`src/rtl/aes_uart_pkg.sv`:
```
// aes_uart_pkg: shared widths, frame constants and transmit FSM states for the AES UART datapath
package aes_uart_pkg;
  localparam int BLOCK_W = 128;
  localparam int BYTES_PER_BLK = 16;
  localparam int FRAME_BITS = 10;
  localparam int CHK_BYTES = BYTES_PER_BLK + 1;
  typedef enum logic [1:0] {IDLE, START, DATA, STOP} tx_state_t;
endpackage

```
`src/rtl/aes_uart_tx_uart_byte_tx.sv`:
```
// uart_byte_tx: 8N1 byte transmitter; accepts the next byte on the final stop-bit cycle so frames abut
module uart_byte_tx
  import aes_uart_pkg::*;
#(
  parameter int BAUD_CNT_MAX = 434
) (
  input  logic       clk,
  input  logic       rst_n,
  input  logic [7:0] byte_data,
  input  logic       byte_valid,
  output logic       byte_ready,
  output logic       fin,
  output logic       tx
);
  localparam int CW = $clog2(BAUD_CNT_MAX + 1);
  tx_state_t st;
  logic [CW-1:0] cnt;
  logic [2:0] idx;
  logic [7:0] b;
  logic wrap;
  assign wrap = cnt == CW'(BAUD_CNT_MAX - 1);
  assign byte_ready = st == IDLE || (st == STOP && wrap);
  assign fin = st == STOP && wrap && !byte_valid;
  always_ff @(posedge clk or negedge rst_n) begin
    if (!rst_n) begin
      st <= IDLE;
      cnt <= '0;
      idx <= '0;
      b <= '0;
      tx <= 1'b1;
    end else begin
      cnt <= (st == IDLE || wrap) ? '0 : cnt + CW'(1);
      case (st)
        IDLE, STOP: begin
          if (byte_ready && byte_valid) begin
            b <= byte_data;
            st <= START;
            tx <= 1'b0;
          end else if (st == STOP && wrap) begin
            st <= IDLE;
            tx <= 1'b1;
          end
        end
        START: begin
          if (wrap) begin
            st <= DATA;
            idx <= '0;
            tx <= b[0];
          end
        end
        DATA: begin
          if (wrap) begin
            idx <= idx + 3'd1;
            tx <= (idx == 3'd7) ? 1'b1 : b[idx + 3'd1];
            st <= (idx == 3'd7) ? STOP : DATA;
          end
        end
        default: st <= IDLE;
      endcase
    end
  end
endmodule

```
`src/rtl/aes_uart_tx.sv`:
```
// aes_uart_tx: sends a 128-bit block as 16 MSB-first 8N1 frames; AES_TX_CHECKSUM_EN appends an XOR frame
module aes_uart_tx
  import aes_uart_pkg::*;
#(
  parameter int UART_BPS = 115200,
  parameter int CLK_FREQ = 50_000_000
) (
  input  logic               clk,
  input  logic               rst_n,
  input  logic [BLOCK_W-1:0] blk_data,
  input  logic               blk_valid,
  output logic               blk_ready,
  output logic               tx,
  output logic               busy,
  output logic               done
);
  localparam int BAUD_CNT_MAX = CLK_FREQ / UART_BPS;
`ifdef AES_TX_CHECKSUM_EN
  localparam int NFR = CHK_BYTES;
`else
  localparam int NFR = BYTES_PER_BLK;
`endif
  logic [BLOCK_W-1:0] sh;
  logic [4:0] n;
  logic [7:0] byte_data;
  logic byte_valid, byte_ready, fin, acc, take;
  assign acc = blk_ready && blk_valid;
  // n counts frames still owed after the one in flight; the first byte bypasses the buffer
  assign byte_valid = blk_ready ? blk_valid : n != 5'd0;
  assign take = !blk_ready && byte_valid && byte_ready;
`ifdef AES_TX_CHECKSUM_EN
  logic [7:0] chk;
  assign byte_data = blk_ready ? blk_data[BLOCK_W-1 -: 8] : (n == 5'd1 ? chk : sh[BLOCK_W-1 -: 8]);
  always_ff @(posedge clk or negedge rst_n) begin
    if (!rst_n) chk <= '0;
    else if (acc) chk <= blk_data[BLOCK_W-1 -: 8];
    else if (take) chk <= chk ^ byte_data;
  end
`else
  assign byte_data = blk_ready ? blk_data[BLOCK_W-1 -: 8] : sh[BLOCK_W-1 -: 8];
`endif
  always_ff @(posedge clk or negedge rst_n) begin
    if (!rst_n) begin
      sh <= '0;
      n <= '0;
      blk_ready <= 1'b1;
      busy <= 1'b0;
      done <= 1'b0;
    end else begin
      done <= fin;
      if (acc) begin
        sh <= blk_data << 8;
        n <= 5'(NFR - 1);
        blk_ready <= 1'b0;
        busy <= 1'b1;
      end else if (take) begin
        sh <= sh << 8;
        n <= n - 5'd1;
      end
      if (fin) begin
        blk_ready <= 1'b1;
        busy <= 1'b0;
      end
    end
  end
  uart_byte_tx #(.BAUD_CNT_MAX(BAUD_CNT_MAX)) u_byte (
    .clk(clk),
    .rst_n(rst_n),
    .byte_data(byte_data),
    .byte_valid(byte_valid),
    .byte_ready(byte_ready),
    .fin(fin),
    .tx(tx)
  );
endmodule

```
`config.mk`:
```
export PLATFORM = sky130hd
export DESIGN_NAME = aes_uart_tx
export DESIGN_NICKNAME = d
export VERILOG_FILES = /design/src/rtl/aes_uart_pkg.sv /design/src/rtl/aes_uart_tx_uart_byte_tx.sv /design/src/rtl/aes_uart_tx.sv
export SDC_FILE = /design/constraint.sdc
export NUM_CORES = 1
export LEC_CHECK = 0
export BUFFER_PORTS_ARGS = -buffer_cell sky130_fd_sc_hd__buf_2
export CAP_MARGIN = 10
export CORE_AREA = 2 2 119 121
export DETAILED_ROUTE_END_ITERATION = 6
export DIE_AREA = 0 0 121 123
export GPL_TIMING_DRIVEN = 0
export PLACE_DENSITY = 0.74
export SYNTH_ARGS = -nofsm -noshare
export SYNTH_HDL_FRONTEND = slang
export SYNTH_SLANG_ARGS = --single-unit
```
`constraint.sdc`:
```
create_clock -name clk -period 2.1 [get_ports clk]
set_input_delay 0.42 -clock clk [delete_from_list [all_inputs] [get_ports clk]]
set_output_delay 0.42 -clock clk [all_outputs]
set_load 0.02 [all_outputs]
```
# Yosys cells after proc, flatten, opt, wreduce, memory -nomap -nowiden
# Index checks and enable logic that the tools add are counted.
[totals]
register_bits = 159
latch_bits = 0
ramBits = 0
rom_bits = 0
elab_cells = 69
memories = 0
[op_classes]
add_sub_neg = 3
mul = 0
div = 0
magnitude_cmp = 1
n_eq_ne = 8
shifts = 0
n_mux = 28
bitwise = 0
n_reduce_logical = 19
[ops]
columns = ["cell", "n"]
rows = [
  ["$mux W128", 2],
  ["$mux W1", 12],
  ["$mux W5", 2],
  ["$add A9 B1 Y9 const B", 1],
  ["$eq A9 B9 Y1 const B", 1],
  ["$mux W9", 1],
  ["$mux W2", 4],
  ["$mux W8", 1],
  ["$logic_and A1 B1 Y1", 6],
  ["$mux W3", 2],
  ["$pmux W2 S3", 1],
  ["$pmux W3 S2", 1],
  ["$reduce_and A3 Y1", 2],
  ["$reduce_bool A2 Y1", 3],
  ["$reduce_bool A5 Y1", 1],
  ["$sub A5 B1 Y5 const B", 1],
  ["$eq A2 B2 Y1 const B", 2],
  ["$lt A3 B4 Y1 const B", 1],
  ["$ne A2 B1 Y1 const B", 2],
  ["$add A3 B1 Y3 const B", 1],
  ["$bmux W1 S3", 1],
  ["$eq A3 B3 Y1 const B", 1],
  ["$ne A3 B1 Y1 const B", 1],
  ["$pmux W1 S3", 1],
  ["6 further kinds", 8],
]

# Depth between registers and ports, before layout
[depth]
ltp_word = 6
depth_mapped = 10
mapped_depth_nobuf = 7

# Modules after synthesis
# A second synthesis with hierarchy kept.
[hier_totals]
hier_cells = 586
hier_area_um2 = 6915.4
[by_module_without_submodules]
columns = ["module", "n_inst", "cells_each", "area_per_inst_um2", "seq_area_each_um2"]
rows = [
  ["aes_uart_tx", 1, 479, 5679.2, 3204.3],
  ["uart_byte_tx", 1, 107, 1236.2, 576.8],
]

# Worst setup path after synthesis
# No wires, ideal clock.
[synth_timing]
path_type = "register to register"
start = "register u_byte.idx[0]"
end = "register u_byte.tx"
setup_ps = 82
arrival_ps = 1958
required_ps = 2018
path_slack_ps = 59
stages_incl_launch_ff = 8
period_less_slack_ps = 2041
cell_sequence = "dfrtp_1 ha_1 ha_1 mux4_2 nor2b_1 o41ai_1 a31oi_1 mux2_2"
[synth_via]
elab_chain_cells = 6
elab_cells_between_ends = 7
classes_between = "add/sub (1); eq/ne (1); mux (5)"
[synth_lines]
columns = ["element", "line_no", "text"]
rows = [
  ["start: declaration", "aes_uart_tx_uart_byte_tx.sv:18", "logic [2:0] idx;"],
  ["start signal: assignment", "aes_uart_tx_uart_byte_tx.sv:53", "idx <= idx + 3'd1;"],
  ["$add A3 B1 Y3", "aes_uart_tx_uart_byte_tx.sv:54", "tx <= (idx == 3'd7) ? 1'b1 : b[idx + 3'd1];"],
  ["$bmux W1 S3", "aes_uart_tx_uart_byte_tx.sv:54", ""],
  ["$mux W1 (implied by the code)", "aes_uart_tx_uart_byte_tx.sv:54", ""],
  ["$mux W1 *", "aes_uart_tx_uart_byte_tx.sv:54", ""],
  ["$mux W1 *", "aes_uart_tx_uart_byte_tx.sv:52", "if (wrap) begin"],
  ["$pmux W1 S3 *", "aes_uart_tx_uart_byte_tx.sv:33", "case (st)"],
  ["end signal: assignment", "aes_uart_tx_uart_byte_tx.sv:48", "tx <= b[0];"],
  ["end signal: assignment", "aes_uart_tx_uart_byte_tx.sv:54", ""],
  ["end: declaration", "aes_uart_tx_uart_byte_tx.sv:13", "output logic tx"],
]
# Every way passes the cells marked *; elsewhere a longest branch is shown, timed or not. The select of a mux whose other input is x is not followed.
# A chain may end at the register's enable or synchronous reset.

# Worst setup path in the final report
# Ends and elaborated chain as after synthesis.

==> tab_implementation.tex <==
\begin{tabular}{lr}
\hline
Metric & Value \\
\hline
\multicolumn{2}{l}{\textbf{Finish}} \\
\quad Final std cell area, no fill & 0.00840 mm2 \\
\quad Share of post-route cells with drive strength above 1 & 26.0\% \\
\quad Area Overhead vs Synth & 24.9\% \\
\quad Number of inserted filler cells in the final layout & 1160 \\
\quad Final Net Count & 986 \\
\quad Antenna diodes & 0 \\
\quad Area of combinational cells with multiple inputs & 0.00276 mm2 \\
\quad Total area of sequential cells & 0.00378 mm2 \\
\multicolumn{2}{l}{\textbf{Worst setup path}} \\
\quad Worst path slowest cell & dfrtp\_2 \\
\quad Cell type group with the largest total delay on the critical path & multiplexers \\
\quad Maximum fanout along the worst path & 4 \\
\quad Worst flop-to-flop path endpoint & u\_byte.tx\$\_DFFE\_PN1P\_ \\
\quad Type of the worst setup path & reg2reg \\
\quad Number of cells traversed by the worst register-to-register path & 7 \\
\quad R2r setup slk & 60 ps \\
\quad Stage delay of the slowest cell on the critical path & 440 ps \\
\quad Cell occurring most often along the worst timing path & ha\_4 \\
\quad Launching element type of the critical path & flip-flop \\
\quad Sum of buffers and inverters on the critical path & 0 \\
\quad Arrival time worst endpoint & 2390 ps \\
\quad Endpoint kind of the worst setup timing path & flip-flop \\
\quad Worst flop-to-flop path startpoint & u\_byte.idx[0]\$\_DFFE\_PN0P\_ \\
\quad Cell breakdown of the critical path & ha\_4, ha\_4, mux4\_2, nor2b\_2, o41ai\_2, a31oi\_1, mux2\_4 \\
\quad Critical path data required time & 2450 ps \\
\multicolumn{2}{l}{\textbf{Run status}} \\
\quad Violations in the final reports & hold timing \\
\quad Status & finished with violations \\
\multicolumn{2}{l}{\textbf{Synth}} \\
\quad Post-synthesis cell type count & 42 \\
\quad Gate count of the mapped netlist & 685 \\
\quad Top cell type by total area after synthesis & dfrtp\_1 \\
\quad Top flip-flop cell by instance count after synthesis & dfrtp\_1 \\
\quad Yosys synthesis warning count & 0 \\
\quad Cell types with the largest area share after synthesis & dfrtp\_1, nand2\_1, a22oi\_1 \\
\quad Synthesis-stage register bit count & 151 \\
\quad Number of enable flip-flop cells after synthesis & 0 \\
\quad Asr flop ratio synth & 100\% \\
\quad Mean instance size in the synthesized netlist & 9.82 um2 \\
\quad Proportion of netlist area held by the largest area contributor & 55.4\% \\
\quad Most common cell in the synthesized netlist & nand2\_1 \\
\quad Seq/Total Area, Yosys & 56.2\% \\
\quad Synth Net Count & 826 \\
\quad Most common library cells after synthesis & nand2\_1, dfrtp\_1, a22oi\_1, buf\_2 \\
\quad Post-synthesis instance area & 0.00673 mm2 \\
\multicolumn{2}{l}{\textbf{Pwr}} \\
\quad Part of the total power dissipated in combinational logic & 6.0\% \\
\quad Switching Power & 0.00151 W \\
\quad Clock group share of total power & 45.2\% \\
\quad Worst IR Drop VDD & 0.000644 V \\
\quad Fraction of power spent switching nets & 22.5\% \\
\quad Power per unit of standard cell area & 796 mW/mm2 \\
\quad Overall power of the completed layout & 0.00669 W \\
\quad Leakage & 4.32 nW \\
\quad Internal Power & 0.00518 W \\
\quad Part of the total power dissipated in sequential elements & 48.9\% \\
\multicolumn{2}{l}{\textbf{Clocking}} \\
\quad Number of hold buffers added after CTS & 0 \\
\quad CTS tree & yes \\
\quad Sink Count & 151 \\
\quad CTS HTree Levels & 4 \\
\quad CTS buffer count & 17 \\
\quad Clock slew at reported path FFs & 60 ps \\
\quad Clock latency on the worst-skew pair & 430 ps \\
\quad Root buffer selected by CTS & clkbuf\_16 \\
\quad Max Buffers Root-to-Sink & 2 \\
\multicolumn{2}{l}{\textbf{Die}} \\
\quad Row cnt & 43 \\
\quad Top-level I/O count & 135 \\
\quad Die width & 121 um \\
\quad Die Outline Area & 0.0149 mm2 \\
\quad Core area & 0.0136 mm2 \\
\quad Starting Density & 49.4\% \\
\quad Vertical die dimension & 123 um \\
\multicolumn{2}{l}{\textbf{Routing}} \\
\quad Via Count & 5544 \\
\quad Number of design-rule violations left by the first detailed-router iteration & 449 \\
\quad DRT antenna net count & 0 \\
\quad Via-to-Cell Ratio & 5.34 \\
\quad Routed wire length per instance & 15.8 um \\
\quad Total iterations of the first detailed-routing run & 5 \\
\quad DRC Markers & 0 \\
\quad Detailed Route WL & 16.4 mm \\
\multicolumn{2}{l}{\textbf{Global route}} \\
\quad First-pass GRT wire length & 26.7 mm \\
\quad Maximum number of pins on one net before global-route repair & 83 \\
\quad Antenna violations before repair & 0 \\
\quad Aggregate global routing overflow & 0 \\
\quad GRT Resource Usage Total & 23.3\% \\
\quad Via count of the first global-routing pass & 5449 \\
\multicolumn{2}{l}{\textbf{Placement}} \\
\quad Area post-placement & 0.00766 mm2 \\
\quad Post-DP HPWL & 11.5 mm \\
\quad Port bufs & 134 \\
\quad Final weighted congestion in routability-driven placement & 0.816 \\
\multicolumn{2}{l}{\textbf{Timing}} \\
\quad Share of the clock period used by the worst path after layout & 97.0\% \\
\quad Final count of pins violating max slew & 0 \\
\quad Final period demand of the worst path & 2040 ps \\
\quad Final Setup Violations & 0 \\
\quad Worst hold slack & -13.1 ps \\
\quad Hold Vio Cnt, Final & 3 \\
\quad Max\_slew headroom & 56.1\% \\
\quad Unrepaired setup endpoints after global routing & true \\
\quad Timing-limited maximum frequency & 0.491 GHz \\
\quad Tightest Pin Transition & 658 ps \\
\quad Skew final & 8.85 ps \\
\multicolumn{2}{l}{\textbf{Hold path}} \\
\quad Min-Delay Path Class & in2async \\
\multicolumn{2}{l}{\textbf{Flow run}} \\
\quad MaxCap Viol Count & 0 \\
\hline
\end{tabular}
==> power by group through the flow <==
stage / combinational, W / clock [W] / sequential, W
floorplan: 0.000170 / 0 / 0.00327
global placement: 0.000386 / 0 / 0.00331
detailed placement: 0.000407 / 0 / 0.00331
CTS: 0.000408 / 0.00308 / 0.00326
global route: 0.000467 / 0.00319 / 0.00329
finish: 0.000399 / 0.00302 / 0.00327
==> how the worst max path moves through the flow <==
stage                     cells after the start  slack (ps)                    end                      start
after CTS                                     7          20  u_byte.tx$_DFFE_PN1P_  u_byte.idx[0]$_DFFE_PN0P_
after global placement                        1       -1630     sh[66]$_DFFE_PN0P_                      rst_n
after detailed placement                      7        -140  u_byte.tx$_DFFE_PN1P_  u_byte.idx[0]$_DFFE_PN0P_
after floorplan                               7          60  u_byte.tx$_DFFE_PN1P_  u_byte.idx[0]$_DFFE_PN0P_
after global routing                          7         -10  u_byte.tx$_DFFE_PN1P_  u_byte.idx[1]$_DFFE_PN0P_
final                                         7          60  u_byte.tx$_DFFE_PN1P_  u_byte.idx[0]$_DFFE_PN0P_
==> sequential cells by signal (all words and copies together) (netlist names), 2 cells and up <==
| register | count |
|---|---|
| u_byte.st | 2 |
| u_byte.b | 8 |
| u_byte.cnt | 9 |
| u_byte.idx | 3 |
| n | 5 |
| sh | 120 |
==> layout make-up <==
type	count	area share, %
flip-flops and latches	151	45.0
clock buffers	24	5.85
multi-input cells	481	32.8
repair buffers	142	9.01
clock inverters	8	1.13
inverters	7	0.313
well taps	180	2.68
plain buffers	45	3.17
==> repair_timing <==
action / in CTS / in global routing
pin swaps: 0 / 5
buffers inserted: 0 / 7
endpoints found under the setup margin: 82 / 86
gates cloned: 0 / 0
gates resized for setup: 10 / 19
hold endpoints to repair: 0 / 0
==> stage by stage <==
step           TNS [ps]  cells  hold WS [ps]  util (%)  setup slack [ps]
6_report              0   1038         -13.1      61.7              62.6
3_3_place_gp    -245100    999           458      56.0             -1630
3_5_place_dp      -2960   1000           463      56.2              -136
4_1_cts               0   1032          16.8      61.0              15.2
2_1_floorplan         0    685           124         -              59.4
5_1_grt           -31.2   1038          59.1      61.7             -9.70
==> routing by layer <==
| layer | track usage [%] | share of wire, % |
|---|---|---|
| met3 | 5.17 | 5.3 |
| met1 | 31.8 | 45 |
| met5 | 0 | 0 |
| met2 | 36.5 | 48 |
| met4 | 9.23 | 1.6 |
==> placed cells by master, fill, tap and decap left out, types with 3 or more instances in the layout <==
cell type,n
xor2_1,3
a22oi_1,104
clkinv_2,4
dfrtp_2,3
o21ai_0,17
nand2_1,254
inv_1,7
a31oi_1,3
clkbuf_2,4
clkbuf_8,4
buf_6,5
nor3_1,3
buf_2,152
xnor2_1,5
mux2i_1,17
clkbuf_16,17
clkbuf_1,15
a22o_1,4
dfrtp_1,146
nand3_1,5
buf_4,9
nor2_1,14
ha_1,8
o21ai_1,8
==> logic make-up after synthesis <==
family | Yosys count | share of synthesized area (%)
DFF | 151 | 56.2
and+or+nand+nor | 295 | 17.9
buffers and inverters | 53 | 4.11
AOI/OAI and AO/OA | 147 | 15.6
muxes | 21 | 3.37
adders and majority gates | 10 | 1.86
xor gates and xnor gates | 8 | 1.04
Power figures use the tool's default switching activity.
